==> src/rtl/div_pkg.sv <==
// Shared definitions for the sequential restoring divider: FSM state encoding
// and the default operand width.
package div_pkg;

  localparam int DIV_WIDTH_DEF = 8;

  typedef enum logic [1:0] {
    IDLE = 2'd0,
    BUSY = 2'd1,
    DONE = 2'd2
  } div_state_e;

endpackage

==> src/rtl/div_step.sv <==
// One restoring-division step: shift {rem,quo} left by one, trial-subtract the
// divisor and shift the resulting quotient bit into the LSB.
module div_step
  import div_pkg::*;
#(
  parameter int WIDTH = DIV_WIDTH_DEF
) (
  input  logic [WIDTH:0]   rem_in,
  input  logic [WIDTH-1:0] quo_in,
  input  logic [WIDTH-1:0] divisor,
  output logic [WIDTH:0]   rem_out,
  output logic [WIDTH-1:0] quo_out
);

  logic [WIDTH:0] shifted;
  logic           fits;
  // The partial remainder always stays below the divisor, so its MSB is zero.
  logic           unused_rem_msb;

  assign unused_rem_msb = rem_in[WIDTH];

  always_comb begin
    shifted = {rem_in[WIDTH-1:0], quo_in[WIDTH-1]};
    fits    = (shifted >= {1'b0, divisor});
    rem_out = fits ? (shifted - {1'b0, divisor}) : shifted;
    quo_out = {quo_in[WIDTH-2:0], fits};
  end

endmodule

==> src/rtl/seq_div_8bit.sv <==
// Sequential unsigned restoring divider, one quotient bit per clock, with
// valid/ready handshakes. Optional macro DIV_ZERO_ERR_EN adds a fast
// divide-by-zero path and the div_zero flag.
module seq_div_8bit
  import div_pkg::*;
#(
  parameter int WIDTH = DIV_WIDTH_DEF
) (
  input  logic             clk,
  input  logic             rst,
  input  logic             in_valid,
  output logic             in_ready,
  input  logic [WIDTH-1:0] dividend,
  input  logic [WIDTH-1:0] divisor,
  output logic             out_valid,
  input  logic             out_ready,
  output logic [WIDTH-1:0] quotient,
  output logic [WIDTH-1:0] remainder
`ifdef DIV_ZERO_ERR_EN
  ,
  output logic             div_zero
`endif
);

  localparam int CW = (WIDTH > 2) ? $clog2(WIDTH) : 1;

  div_state_e       state;
  logic [CW-1:0]    cnt;
  logic [WIDTH-1:0] quo_sr;
  logic [WIDTH:0]   rem_sr;
  logic [WIDTH-1:0] dvs;
  logic [WIDTH-1:0] quo_n;
  logic [WIDTH:0]   rem_n;
  logic             accept;

  assign accept = (state == IDLE) && in_valid;

  div_step #(.WIDTH(WIDTH)) u_step (
    .rem_in  (rem_sr),
    .quo_in  (quo_sr),
    .divisor (dvs),
    .rem_out (rem_n),
    .quo_out (quo_n)
  );

  // NOTE: the working registers are not reset; they are always loaded on
  // acceptance before being read, so a reset term would only add logic.
  always_ff @(posedge clk) begin
    if (accept) begin
      quo_sr <= dividend;
      rem_sr <= '0;
      dvs    <= divisor;
    end else if (state == BUSY) begin
      quo_sr <= quo_n;
      rem_sr <= rem_n;
    end
  end

  always_ff @(posedge clk) begin
    if (rst) begin
      state     <= IDLE;
      cnt       <= '0;
      in_ready  <= 1'b1;
      out_valid <= 1'b0;
      quotient  <= '0;
      remainder <= '0;
`ifdef DIV_ZERO_ERR_EN
      div_zero  <= 1'b0;
`endif
    end else begin
      case (state)
        IDLE: begin
          if (in_valid) begin
            in_ready <= 1'b0;
`ifdef DIV_ZERO_ERR_EN
            if (divisor == '0) begin
              // Result is known immediately; out_valid rises one edge later.
              state     <= DONE;
              quotient  <= '1;
              remainder <= dividend;
              div_zero  <= 1'b1;
            end else begin
              state <= BUSY;
              cnt   <= CW'(WIDTH - 1);
            end
`else
            state <= BUSY;
            cnt   <= CW'(WIDTH - 1);
`endif
          end
        end
        BUSY: begin
          if (cnt == '0) begin
            state     <= DONE;
            out_valid <= 1'b1;
            quotient  <= quo_n;
            remainder <= rem_n[WIDTH-1:0];
          end else begin
            cnt <= cnt - 1'b1;
          end
        end
        DONE: begin
          if (!out_valid) begin
            out_valid <= 1'b1;
          end else if (out_ready) begin
            state     <= IDLE;
            out_valid <= 1'b0;
            in_ready  <= 1'b1;
`ifdef DIV_ZERO_ERR_EN
            div_zero  <= 1'b0;
`endif
          end
        end
        default: begin
          state     <= IDLE;
          in_ready  <= 1'b1;
          out_valid <= 1'b0;
        end
      endcase
    end
  end

endmodule

==> config.mk <==
export PLATFORM = sky130hd
export DESIGN_NAME = seq_div_8bit
export DESIGN_NICKNAME = d
export VERILOG_FILES = /design/src/rtl/div_pkg.sv /design/src/rtl/div_step.sv /design/src/rtl/seq_div_8bit.sv
export SDC_FILE = /design/constraint.sdc
export NUM_CORES = 1
export LEC_CHECK = 0
export ABC_AREA = 1
export ABC_CLOCK_PERIOD_IN_PS = 4700
export BUFFER_PORTS_ARGS = -buffer_cell sky130_fd_sc_hd__buf_4
export CORE_UTILIZATION = 35
export CTS_BUF_LIST = sky130_fd_sc_hd__clkbuf_4 sky130_fd_sc_hd__clkbuf_8
export DETAILED_ROUTE_END_ITERATION = 16
export GPL_ROUTABILITY_DRIVEN = 0
export HOLD_SLACK_MARGIN = 0.05
export PLACE_DENSITY_LB_ADDON = 0.08
export RECOVER_POWER = 50
export SLEW_MARGIN = 10
export SYNTH_ARGS = -nofsm -noshare
export SYNTH_HDL_FRONTEND = slang
export SYNTH_HIERARCHICAL = 1
export SYNTH_SLANG_ARGS = --single-unit
==> constraint.sdc <==
create_clock -name clk -period 4.7 [get_ports clk]
set_input_delay 0.235 -clock clk [delete_from_list [all_inputs] [get_ports clk]]
set_output_delay 0.235 -clock clk [all_outputs]
set_load 0.02 [all_outputs]
==> summary.md, run 1 <==
| Metric | Value |
|---|---|
| Status | finished, final reports clean |
| Period utilization | 0.623 |
| Slew HR | 0.442 |
| P_leak | 0.00141 uW |
| Setup_tns | 0 ns |
| Number of remaining DRC errors | 0 |
| CP endpoint kind | register |
| Flop pwr share | 0.329 |
| Final WS setup | 1.77 ns |
| Reg2reg end | cnt[0] |
| HP Class | in -> reg |
| Crit start category | register |
| Share of layout cells above drive strength 1 | 0.145 |
| Highest Clock Rate | 0.341 GHz |
| Fillers | 818 |
| Slew Limit Fails | 0 |
| Clock power frac | 0.177 |
| Inserted Diodes | 0 |
| Final wirelength | 5790 microns |
| Pin count of the biggest net entering global routing | 23 |
| RSZ-0062 raised after global routing | no |
| Via density | 4.46 |
| H-tree depth | 2 |
| Post-CTS setup buffers | 0 |
| CTS Hold Buffers Added | 0 |
| Root Driver | clkbuf_8 |
| Routed Antenna Nets | 0 |
| YS warnings | 6 |
| Hold path start | divisor[6] |
| Wire per inst | 12.1 microns |
| Resized Gates After CTS | 0 |
| Layout Nets | 414 |
| Mapped Area | 0.00266 sq mm |
| Die height | 89.1 microns |
| Inserted Clock Buffers | 5 |
| PortBufs | 37 |
| Max Cap Viol | 0 |
| CTS tree | done |
| Clk_lat worst skew | 0.30 ns |
| Synth Net Count | 386 |
| Via count | 2134 |
| Core ar. | 0.00729 sq mm |
| Full die area | 0.00794 sq mm |
| # placed instances | 471 |
| Net Sw Frac | 0.448 |
| Area growth syn-to-layout | 13.2% |
| WP data required | 4.95 ns |
| Total power | 2030 uW |
| First-pass GRT wire length | 9690 microns |
| DPL Wire Length | 4270 microns |
| RR Startpoint | state[1] |
| Final Hold Vio Count | 0 |
| Power Density | 675 mW/mm^2 |
| Clk slew on worst S/H paths | 0.10 ns |
| Minimum clock period | 2.93 ns |
| Hold WS | 0.122 ns |
| Std-Cell Rows | 31 |
| Measured slew at the worst slew-check pin | 0.837 ns |
| Worst R2R Path Depth | 7 |
| Iteration-0 DRC count of the detailed router | 141 |
| Post-Syn Instances | 351 |
| VDD IR-drop max | 0.000239 V |
| Initial antenna violation count | 0 |
| Worst reg2reg setup slack | 1.77 ns |
| Gr ovfl total | 0 |
| I/O pin count | 38 |
| Combinational power share | 0.494 |
| Syn_area_per_cell | 7.57 sq um |
| Die X | 89.1 microns |
| Clk buf depth | 2 |
| Largest fanout on the critical path | 18 |
| Clock skew | 0.00908 ns |
| WS Path Type | reg -> reg |
| Setup Slack @ Placement | 2.65 ns |
| CP Data Arrival Time | 3.17 ns |
| 1st-pass router iterations | 4 |
| Vias in the first global route | 2033 |
| Hold Path Sink | dvs[6] |
| Final setup fails | 0 |
| Initial core utilization | 0.364 |
| Cell internal pwr | 1120 uW |
| Non-Filler Instances | 479 |
| Worst Hold Depth | 1 |
| All-Layer GR Usage | 0.161 |
| Net Switching | 909 uW |
| Clk sinks | 47 |
worst max path at each step:
stage | start | endpoint | slack (ns)
floorplan | dvs[6] | quo_sr[0] | 2.95
global placement | state[0] | quo_sr[7] | 2.67
detailed placement | state[1] | quo_sr[7] | 2.65
CTS | state[1] | quo_sr[7] | 2.61
global route | state[1] | cnt[0] | 1.42
finish | state[1] | cnt[0] | 1.77
area by class of cell:
class	count	area, sq um	share of cell area
clock buffer	5	68.8	0.0229
sequential	47	1100	0.366
clock inverter	3	67.6	0.0225
tap	99	124	0.0412
multi-input combinational	237	1240	0.413
timing repair buffer	37	210	0.0699
inverter	51	193	0.0641
worst max-delay path, cell delays in order, from the launching register on:
cell        delay (ns)
dfxtp_1           0.37
inv_1             0.09
ha_1              0.34
nand3_1           0.62
clkinvlp_2        0.93
nor2_1            0.36
o21ai_1           0.08
nor2_1            0.08
state kept, by name, summed over array words and instances, names as in the netlist:
signal     cells
in_ready       1
rem_sr         8
dvs            8
state          2
out_valid      1
cnt            3
remainder      8
quo_sr         8
quotient       8
per-stage QoR:
stage | util | instance area, sq um
after floorplan | - | 2660
after global placement | 0.405 | 2960
after detailed placement | 0.405 | 2960
after global routing | 0.412 | 3010
final | 0.412 | 3010
after CTS | 0.424 | 3090
power groups by stage:
stage | Sequential, uW | Combinational [uW] | Clock (uW)
floorplan | 681 | 839 | 0
global placement | 682 | 1060 | 0
detailed placement | 681 | 1050 | 0
CTS | 672 | 1060 | 373
global route | 686 | 1160 | 391
finish | 669 | 1000 | 360
routing by layer:
metal  track usage  wire length, microns  part of all wire  up-vias
li1              -                     -                 -     1146
met1         0.237                  3020              0.52      945
met2         0.244                  2480              0.43       38
met3        0.0323                   249             0.043        5
met4        0.0346                    44            0.0076        0
met5             0                     0                 0        -
cell usage in the layout (no fill, tap or decap), types with 2 or more instances in the layout:
cell       count
dfxtp_1       31
clkbuf_1      18
a21oi_1       17
nand2_1      130
nand2_2       12
xor2_1         2
buf_4         11
nor2_1        17
a21oi_2        9
o21ai_0        3
inv_1         49
clkbuf_8       5
edfxtp_1      16
nand4_1       11
clkbuf_4       8
ha_1          14
bufinv_16      2
nand3_1       12
No activity file was read; power rests on OpenSTA's default activity.
==> run 2, diff against run 1 <==
ABC_CLOCK_PERIOD_IN_PS = 2540   (was 4700)
clock period = 2.54 ns   (was 4.7 ns; I/O delays follow)
==> run 2 against run 1 <==
Effect of this change:
- wire length increased by 1.4%
- sequential share of layout area decreased by 1.1 points
- core utilization increased by 1.3 points
- final area increased by 3.0%
- combinational power increased by 90%
- highest routed layer unchanged
==> summary.md, run 2 (synthesis results as in run 1) <==
| Metric | Value |
|---|---|
| Status | finished, final reports clean |
| Die X | 89.1 microns |
| Commonest cells after routing, fill and taps aside | 135 x nand2_1, 49 x inv_1, 31 x dfxtp_1 |
| Inserted Diodes | 0 |
| Iteration-0 DRC count of the detailed router | 115 |
| Met2 WL | 2560 microns |
| Slew HR | 0.460 |
| Worst R2R Path Depth | 4 |
| Root Driver | clkbuf_8 |
| CP endpoint kind | register |
| Vias in the first global route | 2092 |
| CTS tree | done |
| Setup_tns | 0 ns |
| Clk_lat worst skew | 0.30 ns |
| Commonest non-fill, non-tap cell in the layout | nand2_1 |
| Measured slew at the worst slew-check pin | 0.809 ns |
| I/O pin count | 38 |
| Minimum clock period | 2.11 ns |
| DPL Wire Length | 4330 microns |
| All-Layer GR Usage | 0.161 |
| Core ar. | 0.00729 sq mm |
| Clock skew | 0.00720 ns |
| H-tree depth | 2 |
| Resized Gates After CTS | 0 |
| VDD IR-drop max | 0.000428 V |
| Crit start category | register |
| CP Data Arrival Time | 2.06 ns |
| Full die area | 0.00794 sq mm |
| Highest Clock Rate | 0.474 GHz |
| Max Cap Viol | 0 |
| Die height | 89.1 microns |
| Via density | 4.51 |
| Largest fanout on the critical path | 13 |
| Routed Antenna Nets | 0 |
| Clk slew on worst S/H paths | 0.09 ns |
| Fillers | 812 |
| CTS Hold Buffers Added | 8 |
| Initial core utilization | 0.364 |
| Pin count of the biggest net entering global routing | 23 |
| WP data required | 2.49 ns |
| First-pass GRT wire length | 9640 microns |
| Setup Slack @ Placement | 0.561 ns |
| Share of layout cells above drive strength 1 | 0.136 |
| Area growth syn-to-layout | 16.7% |
| P_leak | 0.00145 uW |
| WS Path Type | reg -> reg |
| Slew Limit Fails | 0 |
| WL met3 | 224 microns |
| Wire per inst | 12.0 microns |
| Number of remaining DRC errors | 0 |
| Clk sinks | 47 |
| Post-CTS setup buffers | 0 |
| Initial antenna violation count | 0 |
| Period utilization | 0.830 |
| Final Hold Vio Count | 0 |
| RSZ-0062 raised after global routing | no |
| Clk buf depth | 2 |
| Std-Cell Rows | 31 |
| Top routing layer in use | met4 |
| 1st-pass router iterations | 4 |
| Final setup fails | 0 |
| Final WS setup | 0.432 ns |
| Via count | 2203 |
| Gr ovfl total | 0 |
| Worst Hold Depth | 3 |
| PortBufs | 37 |
| HP Class | in -> reg |
| Power Density | 1220 mW/mm^2 |
| Layout Nets | 423 |
| Final wirelength | 5870 microns |
| WL met1 | 3010 microns |
| Inserted Clock Buffers | 5 |
run 2: worst paths after layout:
| check | slack [ns] | end | from |
|---|---|---|---|
| worst min-delay path | 0.09 | quo_sr[5] | dividend[5] |
| worst min register to register | 0.47 | remainder[7] | remainder[7] |
| worst max register to register | 0.43 | quo_sr[6] | state[1] |
| worst max-delay path | 0.43 | quo_sr[6] | state[1] |
run 2: critical path: stages, from the launching register on:
cell and delay [ns]:
dfxtp_1 0.34, inv_1 0.10, ha_1 0.51, inv_1 0.37, nand2_1 0.45
run 2: metrics by stage:
| step | area, sq um | utilization | hold WS [ns] | std cells | total power (uW) |
|---|---|---|---|---|---|
| finish | 3100 | 0.425 | 0.0858 | 488 | 3790 |
| detailed placement | 2960 | 0.406 | 0.307 | 472 | 3220 |
| global placement | 2960 | 0.406 | 0.306 | 472 | 3210 |
| floorplan | 2660 | - | 0.226 | 351 | 2810 |
| global route | 3100 | 0.425 | 0.0900 | 488 | 4150 |
| CTS | 3180 | 0.436 | 0.0782 | 488 | 3910 |
run 2: final cells by class:
type	count	area, sq um	area share
Inverter	51	193	0.0622
Sequential cell	47	1100	0.355
Clock inverter	2	60.1	0.0194
Timing Repair Buffer	46	298	0.0961
Multi-Input combinational cell	237	1250	0.403
Tap cell	99	124	0.0400
Clock buffer	6	76.3	0.0246
run 2: power breakdown:
group          leakage (uW)  switching (uW)  internal, uW
clock network     0.0000688             256           404
registers          0.000409             150          1080
logic              0.000974            1280           624
total               0.00145            1680          2100
run 2: layer usage:
metal | vias up | GRT usage
li1 | 1166 | -
met1 | 989 | 0.224
met2 | 41 | 0.256
met3 | 7 | 0.0332
met4 | 0 | 0.0433
met5 | - | 0
